<file path="config.mk">
export PLATFORM = sky130hd
export DESIGN_NAME = vga_sync_gen
export DESIGN_NICKNAME = d
export VERILOG_FILES = /design/src/rtl/vga_timing_pkg.sv /design/src/rtl/vga_axis_counter.sv /design/src/rtl/vga_sync_gen.sv
export SDC_FILE = /design/constraint.sdc
export NUM_CORES = 1
export LEC_CHECK = 0
export BUFFER_PORTS_ARGS = -buffer_cell sky130_fd_sc_hd__clkbuf_2
export CORE_MARGIN = 4
export CORE_UTILIZATION = 51
export CTS_CLUSTER_DIAMETER = 60
export DETAILED_ROUTE_END_ITERATION = 10
export GPL_TIMING_DRIVEN = 0
export PLACE_DENSITY = 0.74
export SKIP_LAST_GASP = 1
export SYNTH_ARGS = -nofsm -noshare
export SYNTH_HDL_FRONTEND = slang
export SYNTH_SLANG_ARGS = --single-unit
export TNS_END_PERCENT = 50
</file>
<file path="constraint.sdc">
create_clock -name vga_clk -period 2.9 [get_ports vga_clk]
set_input_delay 0.145 -clock vga_clk [delete_from_list [all_inputs] [get_ports vga_clk]]
set_output_delay 0.145 -clock vga_clk [all_outputs]
set_load 0.05 [all_outputs]
</file>
<file path="src/rtl/vga_timing_pkg.sv">
// Shared VGA timing constants, the per-axis phase type and a helper for total period length.
package vga_timing_pkg;

   localparam int H_ACTIVE_DEF = 640;
   localparam int H_FRONT_DEF  = 16;
   localparam int H_SYNC_DEF   = 96;
   localparam int H_BACK_DEF   = 48;
   localparam int V_ACTIVE_DEF = 480;
   localparam int V_FRONT_DEF  = 10;
   localparam int V_SYNC_DEF   = 2;
   localparam int V_BACK_DEF   = 33;

   typedef enum logic [1:0] {ACTIVE, FRONT, SYNC, BACK} axis_phase_t;

   function automatic int axis_total(input int active_w, input int front_w,
                                     input int sync_w, input int back_w);
      return active_w + front_w + sync_w + back_w;
   endfunction

endpackage

</file>
<file path="src/rtl/vga_axis_counter.sv">
// One timing axis: a wrapping position counter plus the ACTIVE/FRONT/SYNC/BACK phase FSM.
module vga_axis_counter
   import vga_timing_pkg::*;
#(
   parameter int ACTIVE_W = 640,
   parameter int FRONT_W  = 16,
   parameter int SYNC_W   = 96,
   parameter int BACK_W   = 48
) (
   input  logic        clk,
   input  logic        rst_n,
   input  logic        advance,
   output logic [9:0]  count,
   output axis_phase_t phase,
   output logic        wrap
);

   localparam int         TOTAL       = axis_total(ACTIVE_W, FRONT_W, SYNC_W, BACK_W);
   localparam logic [9:0] LAST        = 10'(TOTAL - 1);
   localparam logic [9:0] FRONT_START = 10'(ACTIVE_W);
   localparam logic [9:0] SYNC_START  = 10'(ACTIVE_W + FRONT_W);
   localparam logic [9:0] BACK_START  = 10'(ACTIVE_W + FRONT_W + SYNC_W);

   logic [9:0] count_nxt;

   assign count_nxt = (count == LAST) ? 10'd0 : count + 10'd1;
   assign wrap      = advance && (count == LAST);

   // Phase follows the value the counter is about to take, so phase and count stay aligned.
   always_ff @(posedge clk or negedge rst_n) begin
      if (!rst_n) begin
         count <= LAST;
         phase <= BACK;
      end else if (advance) begin
         count <= count_nxt;
         case (phase)
            ACTIVE:  if (count_nxt == FRONT_START) phase <= FRONT;
            FRONT:   if (count_nxt == SYNC_START)  phase <= SYNC;
            SYNC:    if (count_nxt == BACK_START)  phase <= BACK;
            BACK:    if (count_nxt == 10'd0)       phase <= ACTIVE;
            default: phase <= BACK;
         endcase
      end
   end

endmodule

</file>
<file path="src/rtl/vga_sync_gen.sv">
// 640x480@60 VGA timing generator: pixel coordinates, blank, delayed syncs,
// line/frame strobes, animation tick and frame counter.
module vga_sync_gen
   import vga_timing_pkg::*;
#(
   parameter int H_ACTIVE   = H_ACTIVE_DEF,
   parameter int H_FRONT    = H_FRONT_DEF,
   parameter int H_SYNC     = H_SYNC_DEF,
   parameter int H_BACK     = H_BACK_DEF,
   parameter int V_ACTIVE   = V_ACTIVE_DEF,
   parameter int V_FRONT    = V_FRONT_DEF,
   parameter int V_SYNC     = V_SYNC_DEF,
   parameter int V_BACK     = V_BACK_DEF,
   parameter int SYNC_DELAY = 1,
   parameter int ANIM_DIV   = 8
) (
   input  logic        vga_clk,
   input  logic        reset_n,
   output logic [9:0]  DrawX,
   output logic [9:0]  DrawY,
   output logic        blank,
   output logic        hs,
   output logic        vs,
   output logic        line_start,
   output logic        frame_start,
   output logic        anim_tick,
   output logic [15:0] frame_count
);

   localparam logic [7:0] ANIM_LAST = 8'(ANIM_DIV - 1);

   axis_phase_t h_phase;
   axis_phase_t v_phase;
   logic        h_wrap;
   logic        v_wrap;
   logic        hs_raw;
   logic        vs_raw;
   logic [7:0]  anim_cnt;

   vga_axis_counter #(
      .ACTIVE_W (H_ACTIVE),
      .FRONT_W  (H_FRONT),
      .SYNC_W   (H_SYNC),
      .BACK_W   (H_BACK)
   ) u_h_axis (
      .clk     (vga_clk),
      .rst_n   (reset_n),
      .advance (1'b1),
      .count   (DrawX),
      .phase   (h_phase),
      .wrap    (h_wrap)
   );

   vga_axis_counter #(
      .ACTIVE_W (V_ACTIVE),
      .FRONT_W  (V_FRONT),
      .SYNC_W   (V_SYNC),
      .BACK_W   (V_BACK)
   ) u_v_axis (
      .clk     (vga_clk),
      .rst_n   (reset_n),
      .advance (h_wrap),
      .count   (DrawY),
      .phase   (v_phase),
      .wrap    (v_wrap)
   );

   assign blank  = (h_phase == ACTIVE) && (v_phase == ACTIVE);
   assign hs_raw = (h_phase != SYNC);
   assign vs_raw = (v_phase != SYNC);

   // v_wrap already implies h_wrap, so it marks the step into (0,0).
   always_ff @(posedge vga_clk or negedge reset_n) begin
      if (!reset_n) begin
         line_start  <= 1'b0;
         frame_start <= 1'b0;
         anim_tick   <= 1'b0;
         anim_cnt    <= ANIM_LAST;
         frame_count <= 16'd0;
      end else begin
         line_start  <= h_wrap;
         frame_start <= v_wrap;
         anim_tick   <= 1'b0;
         if (v_wrap) begin
            frame_count <= frame_count + 16'd1;
            if (anim_cnt == ANIM_LAST) begin
               anim_cnt  <= 8'd0;
               anim_tick <= 1'b1;
            end else begin
               anim_cnt <= anim_cnt + 8'd1;
            end
         end
      end
   end

   generate
      if (SYNC_DELAY == 0) begin : g_no_delay
         assign hs = hs_raw;
         assign vs = vs_raw;
      end else begin : g_delay
         logic [SYNC_DELAY-1:0] hs_pipe;
         logic [SYNC_DELAY-1:0] vs_pipe;

         // Stages reset to the idle-high level so no partial pulse survives a reset.
         always_ff @(posedge vga_clk or negedge reset_n) begin
            if (!reset_n) begin
               hs_pipe <= '1;
               vs_pipe <= '1;
            end else begin
               hs_pipe <= SYNC_DELAY'({hs_pipe, hs_raw});
               vs_pipe <= SYNC_DELAY'({vs_pipe, vs_raw});
            end
         end

         assign hs = hs_pipe[SYNC_DELAY-1];
         assign vs = vs_pipe[SYNC_DELAY-1];
      end
   endgenerate

endmodule
</file>
==> flow_summary.json, run 1 <==
{
  "synth_most_common_cell": "dfrtp_1",
  "grt_max_degree": 54,
  "synthCells": 293,
  "ant_nets": 0,
  "io_buffers": 43,
  "syn_avg_cell_area_um2": 10.08,
  "vias": 2316,
  "dpl.hpwl_um": 4072,
  "num_rows": 27,
  "antenna_found_initial": 0,
  "grt_pass1_wl_um": 9977,
  "clockBufferDepth": 2,
  "worstPathRequired_ps": 3140,
  "timing.reg2reg.setup_slack_ps": -50,
  "setup-violations-final": 2,
  "crit-reg2reg-launch": "u_h_axis.count[0]",
  "post_dp_cell_area_um2": 3292,
  "clkTransAtPathRegs_ps": 100,
  "worst_pin_slew_ps": 537.4,
  "dp_cells": 408,
  "vias_per_cell": 5.462,
  "critical-path-max-stage-delay_ps": 670,
  "fmax_mhz": 338.4,
  "drcViolationCount": 0,
  "start_util_pct": 53.00,
  "root_buffer": "clkbuf_8",
  "crit_fanout": 7,
  "clock_skew_ps": 7.700,
  "synth_edf_count": 0,
  "crit_start": "u_h_axis.count[0]",
  "powerDensity_nw_per_um2": 364.3,
  "ys.warnings.count": 0,
  "final_core_util_pct": 63.46,
  "synth_flop_cell": "dfrtp_1",
  "period_share_pct": 101.9,
  "netlist_area_um2": 2954,
  "rr_endpoint": "u_h_axis.phase[1]",
  "vdd_drop_max_uv": 220.6,
  "fillers": 489,
  "syn_nets": 309,
  "yosysUniqueCellTypes": 51,
  "critPathCaptureType": "register",
  "slew_violations": 0,
  "fin_cells": 424,
  "die_area_um2": 7074,
  "htreeDepth": 2,
  "totalWireLength_um": 5895,
  "synth-async-reset-ratio_pct": 100.0,
  "grt_pass1_vias": 2224,
  "slowest_stage": "dfstp_4",
  "slew_headroom_pct": 63.84,
  "drt_first_pass_iters": 4,
  "r2r_cells": 9,
  "min_path_type": "in -> async",
  "ys_ff_latch": 53,
  "critPathArrivalTime_ps": 3200,
  "synth_top_area_share_pct": 28.80,
  "clk_latency_ps": 310,
  "grt_use_total_pct": 17.08,
  "drt_iter0_drc": 104,
  "cts_sinks": 53,
  "outcome": "complete, but fails checks",
  "final_cell_area_um2": 3537,
  "antennaDiodeCount": 0,
  "die_y_um": 84.11,
  "p_total_mw": 1.289,
  "rsz0062_at_grt": "true",
  "violations": "setup timing",
  "cap_violations": 0,
  "fin_crit_ps": 2955,
  "yosysSeqAreaShare_pct": 45.70,
  "ios": 44,
  "synthTopCellsByCount": "dfrtp_1, nand2_1, xnor2_1, nor2_1, dfstp_2",
  "post-synth-top-area-cell": "dfrtp_1",
  "wl_per_cell_um": 13.90,
  "crit_type": "reg -> reg",
  "routabilityCongestion": 0.9276,
  "cellLeakagePower_nw": 1.569,
  "layout-drive-gt1-share_pct": 30.40,
  "tritoncts": "yes",
  "overflow": 0,
  "numCtsBuffers": 5,
  "fin_nets": 367,
  "synthTopCellsByArea": "dfrtp_1, dfstp_2, xnor2_1, ha_1, xor2_1",
  "cp-start-kind": "register",
  "core_um2": 5574,
  "timing.final.ws_setup_ps": -54.98,
  "hold_violations": 0,
  "cp_cell_sequence": "ha_4 -> and4_4 -> nand3_4 -> inv_4 -> a31oi_4 -> or3_4 -> or4b_4 -> a211oi_4 -> mux2_4",
  "die_w_um": 84.11,
  "synthToLayoutAreaGrowth_pct": 19.74
}
## placed cells by master, fill, tap and decap left out, types with 3 or more instances in the layout
master	count
a21o_1	3
a21oi_1	6
and3_1	4
and4_1	5
buf_2	6
buf_4	9
clkbuf_1	3
clkbuf_2	43
clkbuf_8	6
dfrtp_1	34
dfstp_2	17
ha_1	13
inv_1	14
mux2_2	4
nand2_1	26
nand2b_1	3
nand3_1	13
nand4_1	15
nor2_1	22
nor3_1	3
nor3b_1	3
nor4_1	4
o21ai_0	13
xnor2_1	25
xor2_1	13
## report_power, final
| group | total, mW | switching (mW) | leakage (nW) | internal (mW) |
|---|---|---|---|---|
| clock | 0.531 | 0.250 | 0.0574 | 0.281 |
| sequential | 0.740 | 0 | 0.668 | 0.740 |
| combinational | 0.0182 | 0.0141 | 0.843 | 0.00406 |
## flip-flops by register name (all words and copies together) (netlist names)
name,count
u_h_axis.count,10
vs,1
frame_count,16
frame_start,1
anim_cnt,8
u_h_axis.phase,2
u_v_axis.phase,2
u_v_axis.count,10
line_start,1
anim_tick,1
hs,1
## through the flow
step	TNS [ps]	setup WS [ps]	hold slack (ps)
floorplan	-60.70	-60.70	-150.6
global placement	-170.6	-164.2	463.2
detailed placement	-246.3	-199.3	468.0
CTS	0	2.489	154.5
global route	-310.4	-125.9	356.8
finish	-67.31	-54.98	310.4
## cell families (layout without fill, tap and decap cells)
kind of cell	after synthesis	after routing	synth area share [%]
AOI/OAI and AO/OA	40	40	8.852
xor gates and xnor gates	38	38	11.27
adders and majority gates	14	14	5.930
buffers and inverters	29	88	4.151
DFF	53	53	45.70
muxes	6	6	2.245
and+or+nand+nor	113	113	21.85
## final cells by class
type | instances | area (um^2) | share of cell area [%]
clock inverters | 2 | 37.54 | 1.061
clock buffers | 6 | 82.58 | 2.335
inverters | 15 | 58.81 | 1.663
well taps | 72 | 90.09 | 2.547
flip-flops and latches | 53 | 1358 | 38.38
plain buffers | 11 | 56.30 | 1.592
multi-input cells | 211 | 1541 | 43.58
repair buffers | 54 | 312.8 | 8.843
## routing by layer
layer | track usage, % | part of all wire (%) | vias to the layer above
met5 | 0 | 0 | -
met4 | 3.655 | 1.1 | 0
met3 | 3.653 | 4.2 | 8
met2 | 29.20 | 47 | 51
met1 | 22.31 | 47 | 1116
li1 | - | - | 1141
## worst max path at each step
stage	to	cells past startpoint
5_1_grt	u_h_axis.phase[1]	9
2_1_floorplan	u_h_axis.phase[1]	10
6_report	u_h_axis.phase[1]	9
4_1_cts	u_h_axis.phase[1]	10
3_3_place_gp	u_h_axis.phase[1]	10
3_5_place_dp	u_h_axis.phase[1]	10
## critical path: cells and delay by family, from the launching register on
family | cells | cell delay (ps)
adders and majority gates | 1 | 180
buffers and inverters | 1 | 100
DFF | 1 | 670
muxes | 1 | 320
and+or+nand+nor | 4 | 1280
AOI/OAI and AO/OA | 2 | 330
## timing repair
action,CTS,global route
hold endpoints to repair,0,9
endpoints found under the setup margin,2,6
gates resized for setup,2,10
hold buffers,0,1
buffers inserted,5,4
pin swaps,1,5
Power figures use the tool's default switching activity.
==> inputs of run 2 (changes only) <==
Settings changed: REMOVE_ABC_BUFFERS set to 1.
==> flow_summary.json, run 2 (same netlist as run 1, synthesis figures left out) <==
{
  "layout-drive-gt1-share_pct": 27.08,
  "timing.reg2reg.setup_slack_ps": 30,
  "wl_per_cell_um": 14.87,
  "cellLeakagePower_nw": 1.483,
  "fillers": 493,
  "clkTransAtPathRegs_ps": 100,
  "final_cell_mix": "clkbuf_2, dfrtp_1, nand2_1",
  "fin_nets": 351,
  "largest_reg_flops": 16,
  "period_share_pct": 99.10,
  "totalWireLength_um": 6068,
  "cp-start-kind": "register",
  "hold_ws_ps": 287.7,
  "crit_fanout": 7,
  "start_util_pct": 53.00,
  "die_w_um": 84.11,
  "antennaDiodeCount": 0,
  "drt_first_pass_iters": 4,
  "io_buffers": 43,
  "final_cell_area_um2": 3392,
  "drt_iter0_drc": 143,
  "regMostFlops": "frame_count",
  "core_um2": 5574,
  "tritoncts": "yes",
  "slew_violations": 0,
  "vdd_drop_max_uv": 250.1,
  "critPathCaptureType": "register",
  "ant_nets": 0,
  "drcViolationCount": 0,
  "num_rows": 27,
  "fin_crit_ps": 2874,
  "cap_violations": 0,
  "slew_headroom_pct": 66.92,
  "final_common_cell": "clkbuf_2",
  "multi_input_area_um2": 1514,
  "grt_use_total_pct": 18.28,
  "clockBufferDepth": 2,
  "crit_type": "reg -> reg",
  "grt_max_degree": 54,
  "grt_pass1_vias": 2249,
  "numCtsBuffers": 5,
  "setup-violations-final": 0,
  "reg_top3": "frame_count (16), u_h_axis.count (10), u_v_axis.count (10)",
  "clock_skew_ps": 6.349,
  "final_core_util_pct": 60.85,
  "post_dp_cell_area_um2": 3193,
  "ios": 44,
  "vias_per_cell": 5.603,
  "routabilityCongestion": 0.8200,
  "overflow": 0,
  "critPathArrivalTime_ps": 3120,
  "clk_latency_ps": 310,
  "min_path_type": "in -> async",
  "htreeDepth": 2,
  "seq_area_um2": 1350,
  "powerDensity_nw_per_um2": 357.6,
  "cts_sinks": 53,
  "root_buffer": "clkbuf_8",
  "tns_ps": 0,
  "vias": 2286,
  "grt_pass1_wl_um": 10700,
  "die_y_um": 84.11,
  "antenna_found_initial": 0,
  "fmax_mhz": 348.0,
  "die_area_um2": 7074,
  "dpl.hpwl_um": 4211,
  "synthToLayoutAreaGrowth_pct": 14.82,
  "hold_violations": 0,
  "worst_pin_slew_ps": 491.7,
  "worstPathRequired_ps": 3150,
  "outcome": "finished, final reports clean",
  "rsz0062_at_grt": "true"
}
run 2: cell type report:
class	instances	area share (%)
Tap cell	72	2.656
Clock inverter	2	0.4795
Clock buffer	6	2.435
Sequential cell	53	39.80
Timing Repair Buffer	49	8.115
Multi-Input combinational cell	211	44.63
Inverter	15	1.881
run 2: critical path, stage by stage, from the launching register on:
cell	delay (ps)
dfstp_2	630
ha_4	210
and4_4	250
nand3_4	110
inv_8	80
a31oi_1	40
or3_1	370
or4b_4	530
a211oi_4	250
mux2_1	350
run 2: what timing repair did:
action | 4_1_cts | 5_1_grt
setup buffers | 2 | 2
hold endpoints to repair | 0 | 12
endpoints found under the setup margin | 11 | 6
hold buffers | 0 | 1
pin swaps | 0 | 3
resized for setup | 6 | 5
run 2: power breakdown:
| part | leakage [nW] | switching [mW] | internal (mW) |
|---|---|---|---|
| Sequential | 0.667 | 0 | 0.740 |
| Clock | 0.0478 | 0.257 | 0.197 |
| Combinational | 0.768 | 0.0142 | 0.00408 |
run 2: metrics by stage:
stage	setup WS, ps	cells	total power [mW]
floorplan	-208.9	279	0.7535
global placement	-324.9	394	0.7685
detailed placement	-353.5	394	0.7686
CTS	-22.17	404	1.225
global route	-76.16	408	1.267
finish	26.16	408	1.213
run 2: path summary, 6_finish.rpt:
check,to,from,depth (start not counted)
worst max register to register,u_h_axis.phase[1],u_h_axis.count[1],9
worst min register to register,frame_count[15],frame_count[15],1
worst min-delay path,frame_count[3],reset_n,2
worst max-delay path,u_h_axis.phase[1],u_h_axis.count[1],9
min in group vga_clk,frame_count[15],frame_count[15],1
max in group asynchronous,hs,reset_n,3
run 2: per-layer routing:
layer | track usage [%] | vias to the layer above | part of all wire, %
li1 | - | 1112 | -
met1 | 23.27 | 1120 | 44
met2 | 31.56 | 47 | 51
met3 | 3.751 | 7 | 3.7
met4 | 4.971 | 0 | 1.1
met5 | 0 | - | 0
